`src/rtl/sync_fifo_pkg.sv`:
```
// -----------------------------------------------------------------------------
// sync_fifo_pkg
// Shared constants for the synchronous FIFO family: default geometry, default
// almost-empty / almost-full placement, and the read-mode encoding used to
// select registered-read or first-word-fall-through behaviour.
// No ports (package).
// -----------------------------------------------------------------------------
package sync_fifo_pkg;

  localparam int FIFO_DATA_WIDTH = 8;
  localparam int FIFO_DEPTH      = 16;
  localparam int FIFO_ADDR_WIDTH = 4;
  localparam int FIFO_AE_LEVEL   = 2;
  // almost_full sits this many entries below completely full by default.
  localparam int FIFO_AF_MARGIN  = 2;

  // Read-mode encoding, shared with the other FIFO variants.
  typedef enum logic {
    FWFT_REGISTERED = 1'b0,  // data_out loads on an accepted read
    FWFT_SHOWAHEAD  = 1'b1   // data_out always shows the head word
  } fwft_mode_e;

endpackage : sync_fifo_pkg

```
`src/rtl/fifo_mem_dp.sv`:
```
// -----------------------------------------------------------------------------
// fifo_mem_dp
// DEPTH x DATA_WIDTH register array used as FIFO storage.
// Ports:
//   clk    in   write clock
//   we     in   write enable
//   waddr  in   write address
//   wdata  in   write data
//   raddr  in   read address (asynchronous read)
//   rdata  out  word stored at raddr
// -----------------------------------------------------------------------------
module fifo_mem_dp
  import sync_fifo_pkg::*;
#(
  parameter int DATA_WIDTH = FIFO_DATA_WIDTH,
  parameter int DEPTH      = FIFO_DEPTH,
  parameter int ADDR_WIDTH = FIFO_ADDR_WIDTH
) (
  input  logic                  clk,
  input  logic                  we,
  input  logic [ADDR_WIDTH-1:0] waddr,
  input  logic [DATA_WIDTH-1:0] wdata,
  input  logic [ADDR_WIDTH-1:0] raddr,
  output logic [DATA_WIDTH-1:0] rdata
);

  logic [DATA_WIDTH-1:0] mem_q [DEPTH];

  // NOTE: storage deliberately has no reset; validity is tracked by the
  // pointers, so clearing the array would only cost a reset net per bit.
  always_ff @(posedge clk) begin
    if (we) begin
      mem_q[waddr] <= wdata;
    end
  end

  assign rdata = mem_q[raddr];

endmodule : fifo_mem_dp

```
`src/rtl/synchronous_fifo_3.sv`:
```
// -----------------------------------------------------------------------------
// synchronous_fifo_3
// Single-clock elastic buffer with occupancy count, threshold flags, sticky
// overflow/underflow flags, synchronous flush and selectable read mode.
// Ports:
//   clk           in   clock, all state on rising edge
//   rst           in   asynchronous active-low reset
//   clr           in   synchronous flush (beats w_en / r_en)
//   w_en, r_en    in   write / read requests
//   data_in       in   write data
//   data_out      out  read data (registered or show-ahead, see FWFT)
//   full, empty   out  occupancy flags
//   almost_full   out  count >= AF_LEVEL
//   almost_empty  out  count <= AE_LEVEL
//   count         out  current occupancy, 0..DEPTH
//   overflow      out  sticky: a write was attempted while full
//   underflow     out  sticky: a read was attempted while empty
// -----------------------------------------------------------------------------
module synchronous_fifo_3
  import sync_fifo_pkg::*;
#(
  parameter int DATA_WIDTH = FIFO_DATA_WIDTH,
  parameter int DEPTH      = FIFO_DEPTH,
  parameter int ADDR_WIDTH = FIFO_ADDR_WIDTH,
  parameter int FWFT       = int'(FWFT_REGISTERED),
  parameter int AF_LEVEL   = DEPTH - FIFO_AF_MARGIN,
  parameter int AE_LEVEL   = FIFO_AE_LEVEL
) (
  input  logic                  clk,
  input  logic                  rst,
  input  logic                  clr,
  input  logic                  w_en,
  input  logic                  r_en,
  input  logic [DATA_WIDTH-1:0] data_in,
  output logic [DATA_WIDTH-1:0] data_out,
  output logic                  full,
  output logic                  empty,
  output logic                  almost_full,
  output logic                  almost_empty,
  output logic [ADDR_WIDTH:0]   count,
  output logic                  overflow,
  output logic                  underflow
);

  localparam int CNT_W = ADDR_WIDTH + 1;
  localparam logic [CNT_W-1:0] DEPTH_C = CNT_W'(DEPTH);
  localparam logic [CNT_W-1:0] AF_C    = CNT_W'(AF_LEVEL);
  localparam logic [CNT_W-1:0] AE_C    = CNT_W'(AE_LEVEL);
  localparam logic [CNT_W-1:0] ONE_C   = CNT_W'(1);
  localparam bit SHOW_AHEAD = (FWFT == int'(FWFT_SHOWAHEAD));

  logic [CNT_W-1:0] wr_ptr_q, wr_ptr_d;
  logic [CNT_W-1:0] rd_ptr_q, rd_ptr_d;
  logic [CNT_W-1:0] count_q, count_d;
  logic             overflow_q, overflow_d;
  logic             underflow_q, underflow_d;

  logic                  wr_accept;
  logic                  rd_accept;
  logic [DATA_WIDTH-1:0] head_word;

  // Flags come straight from the registered count, so acceptance below is
  // always judged against the occupancy that existed before the edge.
  assign full         = (count_q == DEPTH_C);
  assign empty        = (count_q == '0);
  assign almost_full  = (count_q >= AF_C);
  assign almost_empty = (count_q <= AE_C);
  assign count        = count_q;
  assign overflow     = overflow_q;
  assign underflow    = underflow_q;

  assign wr_accept = w_en && !full;
  assign rd_accept = r_en && !empty;

  always_comb begin
    // NOTE: every comb output gets its hold value first, so no branch can
    // leave one unassigned and infer a latch.
    wr_ptr_d    = wr_ptr_q;
    rd_ptr_d    = rd_ptr_q;
    count_d     = count_q;
    overflow_d  = overflow_q;
    underflow_d = underflow_q;

    if (clr) begin
      wr_ptr_d    = '0;
      rd_ptr_d    = '0;
      count_d     = '0;
      overflow_d  = 1'b0;
      underflow_d = 1'b0;
    end else begin
      if (wr_accept) wr_ptr_d = wr_ptr_q + ONE_C;
      if (rd_accept) rd_ptr_d = rd_ptr_q + ONE_C;

      // A simultaneous accepted read and write leave the occupancy unchanged.
      unique case ({wr_accept, rd_accept})
        2'b10:   count_d = count_q + ONE_C;
        2'b01:   count_d = count_q - ONE_C;
        default: count_d = count_q;
      endcase

      overflow_d  = overflow_q  || (w_en && full);
      underflow_d = underflow_q || (r_en && empty);
    end
  end

  // NOTE: sequential state uses non-blocking assignments so every flop
  // samples pre-edge values regardless of statement order.
  always_ff @(posedge clk or negedge rst) begin
    if (!rst) begin
      wr_ptr_q    <= '0;
      rd_ptr_q    <= '0;
      count_q     <= '0;
      overflow_q  <= 1'b0;
      underflow_q <= 1'b0;
    end else begin
      wr_ptr_q    <= wr_ptr_d;
      rd_ptr_q    <= rd_ptr_d;
      count_q     <= count_d;
      overflow_q  <= overflow_d;
      underflow_q <= underflow_d;
    end
  end

  fifo_mem_dp #(
    .DATA_WIDTH (DATA_WIDTH),
    .DEPTH      (DEPTH),
    .ADDR_WIDTH (ADDR_WIDTH)
  ) u_mem (
    .clk   (clk),
    .we    (wr_accept && !clr),
    .waddr (wr_ptr_q[ADDR_WIDTH-1:0]),
    .wdata (data_in),
    .raddr (rd_ptr_q[ADDR_WIDTH-1:0]),
    .rdata (head_word)
  );

  if (SHOW_AHEAD) begin : g_show_ahead
    // The head word is visible whenever something is stored; the output is
    // zeroed when empty so stale memory never leaks out.
    assign data_out = empty ? '0 : head_word;
  end else begin : g_registered
    logic [DATA_WIDTH-1:0] dout_q, dout_d;

    always_comb begin
      dout_d = dout_q;
      if (clr)            dout_d = '0;
      else if (rd_accept) dout_d = head_word;
    end

    always_ff @(posedge clk or negedge rst) begin
      if (!rst) dout_q <= '0;
      else      dout_q <= dout_d;
    end

    assign data_out = dout_q;
  end

endmodule : synchronous_fifo_3

```
`config.mk`:
```
export PLATFORM = sky130hd
export DESIGN_NAME = synchronous_fifo_3
export DESIGN_NICKNAME = d
export VERILOG_FILES = /design/src/rtl/sync_fifo_pkg.sv /design/src/rtl/fifo_mem_dp.sv /design/src/rtl/synchronous_fifo_3.sv
export SDC_FILE = /design/constraint.sdc
export NUM_CORES = 1
export LEC_CHECK = 0
export ABC_AREA = 0
export ABC_CLOCK_PERIOD_IN_PS = 2550
export CORE_MARGIN = 4
export CORE_UTILIZATION = 41
export CTS_CLUSTER_SIZE = 14
export DETAILED_ROUTE_END_ITERATION = 6
export DONT_BUFFER_PORTS = 1
export PLACE_DENSITY = 0.52
export SLEW_MARGIN = 20
export SYNTH_ARGS = -nofsm -noshare
export SYNTH_HDL_FRONTEND = slang
export SYNTH_SLANG_ARGS = --single-unit
```
`constraint.sdc`:
```
create_clock -name clk -period 2.55 [get_ports clk]
set_input_delay 0 -clock clk [delete_from_list [all_inputs] [get_ports clk]]
set_output_delay 0 -clock clk [all_outputs]
set_load 0.01 [all_outputs]
```
==> impl_metrics.toml <==
[synth]
netlist.area_leader.share_pct = 60.63
synth_async_sr_flop_share_pct = 15.23
ys.flop_type = "edfxtp_1"
syn_inst = 353
synth.avg_cell_area_um2 = 17.96
yosysWarningCount = 0
synth-edff-count = 128
ys_seq_area_share_pct = 69.71
yosys-top-cells-count = "edfxtp_1 (128), mux4_2 (32), nor2_1 (30), dfrtp_1 (23), mux2i_1 (19)"
synth_area_leaders = "edfxtp_1 (61%), mux4_2 (11%), dfrtp_1 (9.1%), mux2i_1 (3.0%), o221ai_2 (1.9%)"
netlist.top_cell.by_area = "edfxtp_1"
synth_area_um2 = 6340
ys_ff_latch = 151
syn_nets = 373
ys_types = 47
synth.most_common_cell = "edfxtp_1"

[sta]
relSlewSlack_pct = 33.90
rsz0062_at_grt = "false"
period_minus_slack_ns = 2.371
fmax_ghz = 0.4218
clock_skew_ns = 0.01643
tns_ns = 0
hold_viol_final = 0
hold_slack_ns = 0.02812
slew_viol_final = 0
setup_viol = 0
tightest_slew_ns = 0.9882
min_period_over_period_pct = 92.97

[global_routing]
grt_pass1_wl_mm = 20.84
grt_start_max_net_pins = 35
antenna_found_initial = 0
grt_pass1_vias = 3456
grt_overflow = 0
grt_util_all_layers_pct = 16.18

[critical_path]
worstPathArrival_ns = 2.66
r2r_start = "count[1]"
cp.required_ns = 2.84
setup.worst_path.end_class = "flip-flop"
cp_slowest_cell = "mux2_2"
regToRegSetupSlack_ns = 0.18
cp_max_fo = 6
startpoint = "count[1]"
worstSetupPathType = "flip-flop to flip-flop"
setup.worst_path.start_class = "flip-flop"
cp_slowest_stage_delay_ns = 0.45
path_cells = "nor4_2 > mux2_2 > xnor2_1 > ha_1 > and2_1 > a32oi_1 > mux2_1"

[power_and_ir_drop]
powerDensity_nw_per_um2 = 869.0
ir_worst_vdd_v = 0.0004498
power_leakage_nw = 2.444
total_power_mw = 6.427

[placement]
gp_congestion = 0.7582
dpl.hpwl_mm = 8.547
place_area_um2 = 6669
portBuffers = 0

[detailed_routing]
route.vias.total = 3226
vias_per_cell = 5.468
firstDrtPassIters = 4
wl_per_cell_um = 22.46
drc = 0
routed_wl_mm = 13.25
drtIter0Drc = 233
ant_nets = 0

[flow_run]
drv_cap = 0

[clocking]
clock_path_buffers = 2
cts.clk_slew.worst_paths_ns = 0.06
clockRootBuffer = "clkbuf_16"
htreeDepth = 4
clock_latency_ns = 0.42
cts_buffers = 17
clock_sinks = 151
cts_tree = "done"

[floorplan]
num_rows = 45
core-area_um2 = 15200
fp.dieH_um = 132.4
die_w_um = 132.4
io_pins = 32
initial_core_util_pct = 41.70
die_area_um2 = 17520

[cells_and_area]
fin_nets = 409
synthToLayoutAreaGrowth_pct = 16.66
diodes = 0
drive_gt1_share_pct = 25.87
post-route-util_pct = 48.65
postLayoutCellArea_um2 = 7396

[outcome]
status = "finished clean"

[hold_path]
hold_class = "input port to asynchronous set/reset pin"
## sequential cells by signal (all words and copies together), names as in the netlist
register and count:
overflow 1, data_out 8, underflow 1, rd_ptr_q 4
wr_ptr_q 4, u_mem.mem_q 128, count 5
## final timing paths
kind                                endpoint  depth (start not counted)
max                                 count[2]                          7
min                              data_out[2]                          2
max reg2reg                         count[2]                          7
min reg2reg                         overflow                          2
max in group asynchronous        rd_ptr_q[2]                          2
min in group clk           u_mem.mem_q[1][5]                          2
## layer usage
| layer | global-route usage [%] | wire, µm | up-vias |
|---|---|---|---|
| li1 | - | - | 1478 |
| met1 | 22.10 | 5961 | 1663 |
| met2 | 24.82 | 6410 | 73 |
| met3 | 4.427 | 645 | 12 |
| met4 | 6.409 | 235 | 0 |
| met5 | 0 | 0 | - |
## logic make-up after synthesis
| logic type | share of synthesized area [%] |
|---|---|
| compound gates | 4.737 |
| xor+xnor | 0.6909 |
| fa+ha+maj | 1.381 |
| buf+inv | 2.191 |
| flops | 69.71 |
| mux | 15.35 |
| simple gates | 5.941 |
## cell type report
cell class	count	area [µm²]
clock buffers	23	457.9
clock inverters	9	128.9
fillers	1303	7806
inverters	7	26.28
multi-input cells	175	1782
flip-flops and latches	151	4420
well taps	188	235.2
repair buffers	37	345.3
## power by group
group          internal (mW)  switching [mW]
Clock                   1.56           0.911
Combinational          0.413           0.595
Sequential              2.82           0.126
## critical path, delay by kind of cell, from the launching register on
family,cells,cell delay [ns]
simple gates,2,0.51
compound gates,1,0.18
fa+ha+maj,1,0.22
flops,1,0.39
mux,2,0.80
xor+xnor,1,0.15
## layout by cell type, fill, tap and decap left out, drive strengths merged, types with 2 or more instances in the layout
cell type,instances
nand3b,9
inv,7
ha,7
mux2i,20
clkinvlp,2
o211ai,2
nand2,8
dlygate4sd3,12
and2,2
nor2,30
xnor2,2
mux2,4
nor4,2
dfrtp,23
clkbuf,23
o221ai,8
mux4,32
or3,6
bufinv,3
o21ai,8
nand3,3
buf,25
a31oi,2
edfxtp,128
nor2b,3
clkinv,4
or2,2
xor2,3
or3b,2
a21oi,9
## per-stage QoR
stage,std cells,setup slack (ns)
2_1_floorplan,353,0.1606
3_3_place_gp,545,0.2590
3_5_place_dp,545,0.2156
4_1_cts,590,0.1852
5_1_grt,590,0.09725
6_report,590,0.1794
## timing repair
action / CTS / global route
gates resized for setup: 0 / 0
hold buffers: 13 / 0
setup buffers: 0 / 0
hold endpoints to repair: 174 / 0
Note: power is estimated with default switching activity, not from simulation.
